`src/rtl/wb_port_sched.sv`:
```
// Write-back port scheduler: arbitrates LSU/MDU/ALU onto the single register
// file write port and tracks pending writes. Round-robin when WB_SCHED_RR_EN.
module wb_port_sched #(
    parameter int NREQ = 3
) (
    input  logic            CLK_I,
    input  logic            Reset_N_I,
    input  logic [NREQ-1:0] Req_I,
    input  logic [4:0]      RD0_I,
    input  logic [4:0]      RD1_I,
    input  logic [4:0]      RD2_I,
    input  logic [31:0]     WData0_I,
    input  logic [31:0]     WData1_I,
    input  logic [31:0]     WData2_I,
    output logic [NREQ-1:0] Ack_O,
    output logic            RegWrite_O,
    output logic [4:0]      RD_O,
    output logic [31:0]     WData_O,
    input  logic            Issue_I,
    input  logic [4:0]      IssueRD_I,
    input  logic [4:0]      RS1_I,
    input  logic [4:0]      RS2_I,
    output logic            Hazard_O,
    output logic [31:0]     Busy_O,
    output logic            Err_O
);

    logic [2:0]  grant;
    logic [4:0]  sel_rd;
    logic [31:0] sel_wd;

    logic        regwrite_q, regwrite_d;
    logic [4:0]  rd_q, rd_d;
    logic [31:0] wdata_q, wdata_d;
    logic [31:0] busy_q, busy_d;
    logic        err_q, err_d;

`ifdef WB_SCHED_RR_EN
    logic [1:0] ptr_q, ptr_d;
    logic [1:0] idx;

    // Round-robin search starting at the requester named by the pointer
    always_comb begin
        grant = '0;
        idx   = '0;
        for (int i = 0; i < 3; i++) begin
            idx = 2'((int'(ptr_q) + i) % 3);
            if (grant == 3'b000 && Req_I[idx]) begin
                grant[idx] = 1'b1;
            end
        end
    end

    // Pointer moves just past the winner; holds when nobody is granted
    always_comb begin
        ptr_d = ptr_q;
        unique case (1'b1)
            grant[0]: ptr_d = 2'd1;
            grant[1]: ptr_d = 2'd2;
            grant[2]: ptr_d = 2'd0;
            default:  ptr_d = ptr_q;
        endcase
    end

    // Round-robin pointer register
    always_ff @(posedge CLK_I or negedge Reset_N_I) begin
        if (!Reset_N_I) begin
            ptr_q <= 2'd0;
        end else begin
            ptr_q <= ptr_d;
        end
    end
`else
    // Fixed priority: LSU over MDU over ALU
    always_comb begin
        grant    = '0;
        grant[0] = Req_I[0];
        grant[1] = Req_I[1] & ~Req_I[0];
        grant[2] = Req_I[2] & ~Req_I[1] & ~Req_I[0];
    end
`endif

    assign Ack_O = Reset_N_I ? grant : '0;

    // Steer the winning requester's index and data to the port
    always_comb begin
        sel_rd = '0;
        sel_wd = '0;
        unique case (1'b1)
            grant[0]: begin sel_rd = RD0_I; sel_wd = WData0_I; end
            grant[1]: begin sel_rd = RD1_I; sel_wd = WData1_I; end
            grant[2]: begin sel_rd = RD2_I; sel_wd = WData2_I; end
            default:  begin sel_rd = '0;    sel_wd = '0;       end
        endcase
    end

    // Next write-port state; writes to r0 are acked but not enabled
    always_comb begin
        regwrite_d = 1'b0;
        rd_d       = rd_q;
        wdata_d    = wdata_q;
        if (grant != 3'b000) begin
            regwrite_d = (sel_rd != 5'd0);
            rd_d       = sel_rd;
            wdata_d    = sel_wd;
        end
    end

    // Scoreboard update: retire first, then a new issue overrides it
    always_comb begin
        busy_d = busy_q;
        err_d  = err_q;
        if (regwrite_q) begin
            busy_d[rd_q] = 1'b0;
            if (!busy_q[rd_q]) begin
                err_d = 1'b1;
            end
        end
        if (Issue_I && IssueRD_I != 5'd0) begin
            busy_d[IssueRD_I] = 1'b1;
            if (busy_q[IssueRD_I]) begin
                err_d = 1'b1;
            end
        end
        busy_d[0] = 1'b0;
    end

    // Write-port and scoreboard registers
    always_ff @(posedge CLK_I or negedge Reset_N_I) begin
        if (!Reset_N_I) begin
            regwrite_q <= 1'b0;
            rd_q       <= '0;
            wdata_q    <= '0;
            busy_q     <= '0;
            err_q      <= 1'b0;
        end else begin
            regwrite_q <= regwrite_d;
            rd_q       <= rd_d;
            wdata_q    <= wdata_d;
            busy_q     <= busy_d;
            err_q      <= err_d;
        end
    end

    assign RegWrite_O = regwrite_q;
    assign RD_O       = rd_q;
    assign WData_O    = wdata_q;
    assign Busy_O     = busy_q;
    assign Err_O      = err_q;
    assign Hazard_O   = (RS1_I != 5'd0 && busy_q[RS1_I]) ||
                        (RS2_I != 5'd0 && busy_q[RS2_I]);

endmodule

```
`config.mk`:
```
export PLATFORM = sky130hd
export DESIGN_NAME = wb_port_sched
export DESIGN_NICKNAME = d
export VERILOG_FILES = /design/src/rtl/wb_port_sched.sv
export SDC_FILE = /design/constraint.sdc
export NUM_CORES = 1
export LEC_CHECK = 0
export CORE_MARGIN = 10
export CORE_UTILIZATION = 45
export CTS_CLUSTER_DIAMETER = 100
export DETAILED_ROUTE_END_ITERATION = 12
export GPL_ROUTABILITY_DRIVEN = 0
export MAX_ROUTING_LAYER = met4
export PLACE_DENSITY = 0.87
export SLEW_MARGIN = 40
export SYNTH_ARGS = -nofsm -noshare
export SYNTH_HDL_FRONTEND = slang
export SYNTH_SLANG_ARGS = --single-unit
export TNS_END_PERCENT = 1
```
`constraint.sdc`:
```
create_clock -name CLK_I -period 7.2 [get_ports CLK_I]
set_clock_uncertainty 0.15 [all_clocks]
set_input_delay 1.44 -clock CLK_I [delete_from_list [all_inputs] [get_ports CLK_I]]
set_output_delay 1.44 -clock CLK_I [all_outputs]
set_load 0.05 [all_outputs]
```
[Word level (Yosys, flattened, before mapping)]
Cells that the tools add are included.
Widths: inputs -> output; s select.
Storage, ports and cells
  RAM bits: 0
  bits in read-only memories: 0
  output and inout bits: 75
  input bits: 132
  bits in latches: 0
  logic and storage cells: 52
  flip-flop bits (word level): 70
  memories: 0
Operators by class
  shift operators: 0
  $lt $le $gt $ge: 6
  equal/unequal tests: 0
  multiply operators: 0
  add/sub/neg operators: 0
  multiplexer cells: 22
  bitwise gates (word level): 8
  divide/modulo/power cells: 0
  reductions and logical operators: 11
Operator list (count)
  $pmux 32 s3: 1
  $mux 32: 2
  $and 32x32->32: 1
  $not 32->32: 1
  $or 32x32->32: 1
  $lt 5x6->1 const B: 4
  $bmux 1 s5: 4
  $reduce_bool 5->1: 4
  $pmux 5 s3: 1
  $mux 1: 11
  $demux 1 s5: 2
  $ge 5x1->1 const B: 2
  $logic_and 1x1->1: 5
  $and 1x1->1: 3
  $mux 3: 1
  $reduce_bool 3->1: 1
  $not 1->1: 2
  $logic_or 1x1->1: 1

[Logic depth before layout (Yosys ltp)]
Gate-level depths: netlist (run 1).
  depth in word-level cells: 9
  mapped depth: 7
  gate-level depth less buffers: 5

[Worst setup path before layout (run 1)]
Ideal clock, no wire load.
  kind: input to output
  from: input Req_I[2]
  to: output Ack_O[2]
  arrival time: 3.530 ns
  buffers on the path: 2
  cell stages on the path: 3
  data required time: 5.610 ns
  slack: 2.080 ns
  cells stage by stage: clkbuf_1 -> clkbuf_1 -> nor4bb_1
Between the ends
  cells in the longest elaborated chain, start to end: 3
RTL lines
  start: declaration: line 8  | input logic [NREQ-1:0] Req_I,
  $and 1x1->1 (2 in a row): line 79  | grant[2] = Req_I[2] & ~Req_I[1] & ~Req_I[0];
  $mux 3: line 83  | assign Ack_O = Reset_N_I ? grant : '0;
  end: declaration: line 15  | output logic [NREQ-1:0] Ack_O,
Every way passes these cells.

[Worst setup path after layout (run 1)]
  from: input RS1_I[0]
  to: output Hazard_O
Between the ends
  cells in the longest elaborated chain, start to end: 4
  elaborated cells on any way between the ends: 5
  classes of those cells: mux: 2; reduce/logical: 3
RTL lines
  start: declaration: line 21  | input logic [4:0] RS1_I,
  $bmux 1 s5: line 150  | assign Hazard_O = (RS1_I != 5'd0 && busy_q[RS1_I]) ||
  $mux 1 (not written as such): line 150
  $logic_and 1x1->1 (*): line 150
  $logic_or 1x1->1 (*): line 150
  end: declaration: line 23  | output logic Hazard_O,
Every way passes the cells marked *; elsewhere a longest branch is shown, timed or not. The select of a mux whose other input is x is not followed.

==> results.cfg, run 1 <==
[critical_path]
path_buf_inv = 2
critPathArrivalTime_ps = 4150
crit_path_max_incr_delay_ps = 710
rr_endpoint = Err_O
crit_path_end_kind = output pin
rr_worst_depth = 5
crit_chain = clkdlybuf4s50_1 > mux4_2 > mux4_2 > mux2i_1 > nand2_1 > clkdlybuf4s50_1
path_delay_family = buffers and inverters
reg2reg_setup_slack_ps = 4960
cp_slowest_cell = clkdlybuf4s50_1
critPathKind = in2out
crit_path_max_fanout = 5
cp.required_ps = 5610
worstSetupStartpointType = input port
crit-reg2reg-launch = RD_O[0]

[die]
core_um2 = 9680
start_util_pct = 45.8
dieArea_um2 = 14200
row_count = 36
die_w_um = 119
io_pins = 207
die_y_um = 119

[clock_network]
worstSkewPairLatency_ps = 340
path_clk_slew_ps = 70
cts_resized = 0
post_cts_buffers = 0
cts_root_buf = clkbuf_8
cts_buffers = 9
hold_buffers = 0
cts_buffer_depth = 2
cts.sinks = 70
cts_tree = built
htreeDepth = 3

[global_route]
grt_start_max_net_pins = 75
track_usage_pct = 25.2
first_global_vias = 5174
grt_pass1_wl_um = 27900
overflow = 0
antenna_found_initial = 0

[layout]
area_delta_synth_final_pct = 50.1
nets = 784
layout-drive-gt1-share_pct = 8.70
layout.cells.non_filler = 788
final-seq-area_um2 = 1750
fin_util_pct = 68.7
fill_cells = 758
multi_input_area_um2 = 2370
fin_area_um2 = 6650
n_antenna_cell = 0

[sta]
rsz0062_at_grt = no
holdWs_ps = 414
slew_viol_final = 0
final-setup-viol-count = 0
post-route-period-util_pct = 79.7
worst_slew_pin_slew_ps = 779
maxSlewHeadroom_pct = 48.1
fmax_mhz = 174
tns_ps = 0
timing.final.crit_period_ps = 5740
hold_viol = 0

[power_and_ir_drop]
ir_drop_uv = 205
powerDensity_nw_per_um2 = 288
leakage_nw = 2.62

[drt]
wl_um = 18100
ant_nets = 0
drt_pass1_iterations = 5
via_per_inst = 6.13
drc = 0
initialDrtViolationCount = 523
num_vias = 4832
wl_per_cell_um = 22.9

[flow_run]
maxCapViolations = 0

[yosys]
synth_area_leader_cell = dfrtp_1
yosys-top-cells-area = dfrtp_1 40%, mux4_2 14%, a21oi_1 12%
synth_top_area_share_pct = 39.5
ys_types = 34
ys_seq_elements = 70
ys_warn_count = 0
syn_inst = 474
syn-num-nets = 606
yosys-top-cells-count = 102 x a21oi_1, 70 x dfrtp_1, 68 x o21ai_0
synth_most_common_cell = a21oi_1
async_flop_share_pct = 100
synth_edf_count = 0
synth_area_um2 = 4430
ys.flop_type = dfrtp_1
ys_seq_area_share_pct = 39.5
avgSynthCellArea_um2 = 9.35

[outcome]
status = finished clean

[placement]
dpl-instance-area_um2 = 6500
hpwl_um = 13600
portBuffers = 205
dp_cells = 774

[worst_hold_path]
min_path_type = reg2reg
min_to = Err_O
worstHoldPathCells = 2
holdCritStartpoint = Err_O
==> worst register-to-register path, stage by stage, from the launching register on <==
cell	delay, ps
dfrtp_1	780
mux4_2	590
mux2_2	280
nand2_1	100
a221oi_1	110
o22ai_1	170
==> metrics by stage <==
step                total power, W  setup WS [ps]
floorplan                  0.00122           2080
global placement           0.00160           1590
detailed placement         0.00164           1490
CTS                        0.00191           1480
global route               0.00200           1380
finish                     0.00191           1460
==> flip-flops by register name, indices dropped and copies added (netlist names) <==
signal,flops
RegWrite_O,1
RD_O,5
WData_O,32
Err_O,1
Busy_O,31
==> how the worst max path moves through the flow <==
| stage | cells after the start | startpoint | endpoint |
|---|---|---|---|
| after floorplan | 3 | Req_I[2] | Ack_O[2] |
| after global placement | 6 | RS2_I[0] | Hazard_O |
| after detailed placement | 6 | RS1_I[0] | Hazard_O |
| after CTS | 6 | RS1_I[0] | Hazard_O |
| after global routing | 6 | RS1_I[0] | Hazard_O |
| final | 6 | RS1_I[0] | Hazard_O |
==> layout by cell type (no fill, tap or decap), drive strengths merged, types with 6 or more instances in the layout <==
master and n:
o22ai 35, nand3b 11, dfrtp 70, mux2 6, a21oi 102, mux4 27, clkbuf 12, clkdlybuf4s50 202
inv 35, buf 8, o21ai 68, nand2 14, mux2i 22
==> report_power, final <==
| part | switching (W) | internal (W) | total (W) | leakage (nW) |
|---|---|---|---|---|
| Sequential | 0.000172 | 0.000486 | 0.000658 | 0.801 |
| Combinational | 0.000571 | 0.000411 | 0.000982 | 1.73 |
| Clock | 0.000143 | 0.000130 | 0.000273 | 0.0821 |
==> layer usage <==
metal	up-vias	GRT usage [%]	part of all wire, %
li1	2121	-	-
met1	2312	28.4	36
met2	359	39.8	48
met3	40	9.92	14
met4	0	9.47	2.2
met5	-	-	0
==> kinds of logic after synthesis <==
family,Yosys count,share of synthesized area (%)
other cells,1,0.0846
buf+inv,79,7.06
simple gates,57,7.59
compound gates,212,25.5
flops,70,39.5
mux,55,20.2
==> layout make-up <==
class,count,area share (%)
inverter,36,2.03
timing repair buffer,210,31.2
multi-input combinational,325,35.6
clock inverter,2,0.150
tap,133,2.50
sequential,70,26.3
clock buffer,12,2.18
Note: power is estimated with default switching activity, not from simulation.
==> inputs of run 2 (changes only) <==
- CORE_UTILIZATION: 45 -> 42
- PLACE_DENSITY: 0.87 -> 0.82
- clock period: 7.2 -> 5.6 ns (I/O delays scaled with it)
==> results.cfg, run 2 (same netlist as run 1, synthesis figures left out) <==
[power_and_ir_drop]
powerDensity_nw_per_um2 = 388
leakage_nw = 2.65
ir_drop_uv = 378

[sta]
slew_viol_final = 0
hold_viol = 0
tns_ps = 0
timing.final.crit_period_ps = 4970
maxSlewHeadroom_pct = 53.7
fmax_mhz = 201
worst_slew_pin_slew_ps = 694
rsz0062_at_grt = no
post-route-period-util_pct = 88.8
final-setup-viol-count = 0

[drt]
maxUsedRoutingLayer = met4
wl_met1_um = 6930
wl_per_cell_um = 23.5
ant_nets = 0
num_vias = 4820
initialDrtViolationCount = 501
drt_pass1_iterations = 5
wl_um = 18600
via_per_inst = 6.08
met3_wirelength_um = 2490
drc = 0
dr_wl_met2_um = 8880

[clock_network]
cts_buffers = 9
post_cts_buffers = 0
path_clk_slew_ps = 80
cts_buffer_depth = 2
hold_buffers = 0
worstSkewPairLatency_ps = 350
cts.sinks = 70
cts_root_buf = clkbuf_8
htreeDepth = 3
cts_resized = 0
cts_tree = built

[critical_path]
path_delay_family = buffers and inverters
crit_path_max_incr_delay_ps = 700
cp_slowest_cell = clkdlybuf4s50_1
crit_path_end_kind = output pin
crit_chain = clkdlybuf4s50_1 > mux4_2 > mux4_2 > mux2i_1 > nand2_1 > clkdlybuf4s50_1
critPathKind = in2out
cp.required_ps = 4330
worstSetupStartpointType = input port
critPathArrivalTime_ps = 3700
crit_path_max_fanout = 5
path_buf_inv = 2

[layout]
layout.cells.non_filler = 793
area_delta_synth_final_pct = 52.0
nets = 784
n_antenna_cell = 0
final_common_cell = clkdlybuf4s50_1
layout_common_cells = 202 x clkdlybuf4s50_1, 102 x a21oi_1, 70 x dfrtp_1
multi_input_area_um2 = 2370
fin_util_pct = 65.2
final-seq-area_um2 = 1750
largest_reg_flops = 32
fill_cells = 823
layout-drive-gt1-share_pct = 9.44

[global_route]
first_global_vias = 4898
antenna_found_initial = 0
grt_pass1_wl_um = 27700
track_usage_pct = 24.4
overflow = 0
grt_start_max_net_pins = 71

[die]
io_pins = 207
row_count = 37
dieArea_um2 = 15100
die_y_um = 123
die_w_um = 123
core_um2 = 10300
start_util_pct = 42.9

[worst_hold_path]
min_path_type = reg2reg

[outcome]
status = finished clean

[placement]
portBuffers = 205
hpwl_um = 14000
dp_cells = 777

[flow_run]
maxCapViolations = 0
-- run 2: cell type report --
cell class	count	share of cell area [%]
Multi-Input combinational cell	325	35.1
Timing Repair Buffer	210	30.9
Sequential cell	70	26.0
Tap cell	136	2.53
Clock buffer	11	2.25
Inverter	36	2.01
Clock inverter	5	1.21
-- run 2: path summary, 6_finish.rpt --
check                               to       start  slack [ps]  cells after the start
max reg2reg                      Err_O     RD_O[0]        3350                      5
max in group asynchronous   Busy_O[10]   Reset_N_I        4070                      2
min                         WData_O[7]  WData_O[7]         420                      2
max                           Hazard_O    RS1_I[1]         630                      6
min reg2reg                 WData_O[7]  WData_O[7]         420                      2
min in group asynchronous  WData_O[14]   Reset_N_I         790                      2
-- run 2: worst register-to-register path, delay by kind of cell, from the launching register on --
kind | cells | cell delay (ps)
AO/OA/AOI/OAI | 2 | 280
flip-flops | 1 | 780
multiplexers | 2 | 860
AND/OR/NAND/NOR | 1 | 90
-- run 2: power by group --
group          internal, W  switching [W]  leakage [nW]  total [W]
clock network     0.000275       0.000203         0.116   0.000478
logic             0.000528       0.000726          1.73    0.00125
registers         0.000624       0.000254         0.801   0.000878
total              0.00143        0.00118          2.65    0.00261
-- run 2: per-stage QoR --
| stage | hold WS (ps) | setup WS, ps | total power, W | cell area (um2) |
|---|---|---|---|---|
| after floorplan | 669 | 1120 | 0.00157 | 4430 |
| after global placement | 395 | 637 | 0.00208 | 6500 |
| after detailed placement | 405 | 617 | 0.00212 | 6510 |
| after CTS | 425 | 613 | 0.00260 | 6740 |
| after global routing | 463 | 518 | 0.00270 | 6740 |
| final | 424 | 628 | 0.00261 | 6740 |
-- run 2: layer usage --
metal	GRT usage (%)	up-vias
li1	-	2117
met1	28.9	2283
met2	37.6	382
met3	9.27	38
met4	7.51	0
met5	-	-
==> inputs of run 3 (changes only) <==
- ABC_AREA: unset -> 1
- CORE_UTILIZATION: 42 -> 43
==> results.cfg, run 3 <==
[global_route]
track_usage_pct = 26.6
grt_start_max_net_pins = 71
overflow = 0
grt.busiest_layer = met2
grt_util_met1_pct = 30.2
met2_usage_pct = 42.9
use_met3_pct = 10.3
grt_pass1_wl_um = 30700
first_global_vias = 5668
antenna_found_initial = 1

[critical_path]
path_common_cell = nand2_1
cp_slowest_cell = clkdlybuf4s50_1
reg2reg_setup_slack_ps = 3810
crit-reg2reg-launch = RD_O[1]
crit_chain = clkdlybuf4s50_1 > inv_2 > nand2_1 > nand3_1 > nand2_1 > nand2_1 > nand2_1 > inv_1 > nand2_1 > nand2_1 > nand2_1 > inv_1 > nand2_1 > clkdlybuf4s50_1
critPathArrivalTime_ps = 3750
rr_worst_depth = 5
crit_path_max_incr_delay_ps = 870
cp.required_ps = 4330
worstSetupStartpointType = input port
rr_endpoint = Busy_O[2]
crit_path_end_kind = output pin
critPathKind = in2out
crit_path_max_fanout = 17

[clock_network]
cts.sinks = 70
path_clk_slew_ps = 70
cts_buffer_depth = 2
htreeDepth = 3
cts_tree = built
cts_root_buf = clkbuf_8
cts_buffers = 9
hold_buffers = 0
worstSkewPairLatency_ps = 350
post_cts_buffers = 0
cts_resized = 0

[sta]
rsz0062_at_grt = no
post-route-period-util_pct = 89.6
final-setup-viol-count = 0
timing.final.crit_period_ps = 5020
setup_ws_ps = 584
hold_viol = 0
slew_viol_final = 0
tns_ps = 0
maxSlewHeadroom_pct = 52.0
worst_slew_pin_slew_ps = 719
fmax_mhz = 199

[power_and_ir_drop]
power_w = 0.00245
switching_share_pct = 48.5
p_int_w = 0.00126
ir_drop_uv = 194
pwr-share-clk_pct = 16.5
p_seq_share_pct = 32.0
powerDensity_nw_per_um2 = 354
p_comb_share_pct = 51.4
switching_power_w = 0.00119
leakage_nw = 3.18

[yosys]
synth_most_common_cell = nand2_1
syn-num-nets = 865
synth_area_leader_cell = dfrtp_1
ys_seq_elements = 70
avgSynthCellArea_um2 = 6.26
ys.flop_type = dfrtp_1
yosys-top-cells-count = 335 x nand2_1, 71 x inv_1, 70 x dfrtp_1
synth_area_um2 = 4590
syn_inst = 733
synth_edf_count = 0
ys_warn_count = 0
synth_top_area_share_pct = 38.2
yosys-top-cells-area = dfrtp_1 38%, nand2_1 27%, inv_1 5.8%
async_flop_share_pct = 100
ys_types = 22
ys_seq_area_share_pct = 38.2

[die]
start_util_pct = 44.3
core_um2 = 10400
dieArea_um2 = 15200
die_w_um = 123
row_count = 37
die_y_um = 123
io_pins = 207

[drt]
ant_nets = 0
num_vias = 5734
drt_pass1_iterations = 6
wl_um = 19800
via_per_inst = 5.34
initialDrtViolationCount = 722
wl_per_cell_um = 18.5
drc = 0

[outcome]
status = finished clean

[layout]
layout-drive-gt1-share_pct = 3.53
layout_common_cells = 335 x nand2_1, 204 x clkdlybuf4s50_1, 71 x inv_1
fin_util_pct = 66.9
layout.cells.non_filler = 1073
largest_reg_flops = 32
fill_cells = 910
area_delta_synth_final_pct = 51.1
final_common_cell = nand2_1
nets = 1064

[placement]
place_ws_ps = 648
portBuffers = 205
hpwl_um = 15700
dp_cells = 1057

[flow_run]
maxCapViolations = 0

[worst_hold_path]
worstHoldPathCells = 2
min_to = WData_O[14]
min_path_type = reg2reg
holdCritStartpoint = WData_O[14]
-- run 3: changes by cell type after synthesis, sizes merged, moves of 28 or more --
cell    change
nand2     +322
clkbuf     -29
nand3      +44
o22ai      -35
inv        +41
nand4      +35
nor2       +28
a21oi      -95
-- run 3: layout make-up --
class	count	area, um2	area share, %
diodes	1	2.50	0.0361
clock buffers	11	141	2.04
clock inverters	4	47.5	0.685
inverters	77	289	4.17
multi-input cells	562	2430	35.0
flip-flops and latches	70	1750	25.2
well taps	136	170	2.45
repair buffers	212	2110	30.4
-- run 3: worst max-delay path, delay by kind of cell --
kind	cells	cell delay, ps
buf+inv	5	2010
simple gates	9	620
-- run 3: power groups by stage --
| stage | Combinational, W | Sequential [W] | Clock (W) |
|---|---|---|---|
| finish | 0.00126 | 0.000786 | 0.000406 |
| global route | 0.00135 | 0.000800 | 0.000432 |
| CTS | 0.00126 | 0.000781 | 0.000409 |
| detailed placement | 0.00125 | 0.000791 | 0 |
| global placement | 0.00124 | 0.000787 | 0 |
| floorplan | 0.000365 | 0.00114 | 0 |
-- run 3: through the flow --
| step | cell area (um2) | hold slack [ps] |
|---|---|---|
| after floorplan | 4590 | 611 |
| after global placement | 6740 | 318 |
| after detailed placement | 6750 | 323 |
| after CTS | 6940 | 341 |
| after global routing | 6940 | 366 |
| final | 6940 | 334 |
-- run 3: how the worst max path moves through the flow --
stage | start | to
2_1_floorplan | Req_I[0] | Ack_O[2]
3_3_place_gp | RS1_I[0] | Hazard_O
3_5_place_dp | RS1_I[0] | Hazard_O
4_1_cts | RS1_I[0] | Hazard_O
5_1_grt | RS1_I[0] | Hazard_O
6_report | RS1_I[0] | Hazard_O
-- run 3: cell families (layout without fill, tap and decap cells) --
family | count (synthesis) | count (layout) | share of synthesized area (%)
compound gates | 91 | 91 | 10.4
buf+inv | 101 | 304 | 8.97
flops | 70 | 70 | 38.2
other cells | 1 | 2 | 0.0817
simple gates | 470 | 470 | 42.4
-- run 3: per-layer routing --
metal	part of all wire, %	wire length, um
met1	37	7310
met2	48	9540
met3	13	2590
met4	1.9	379
met5	0	0
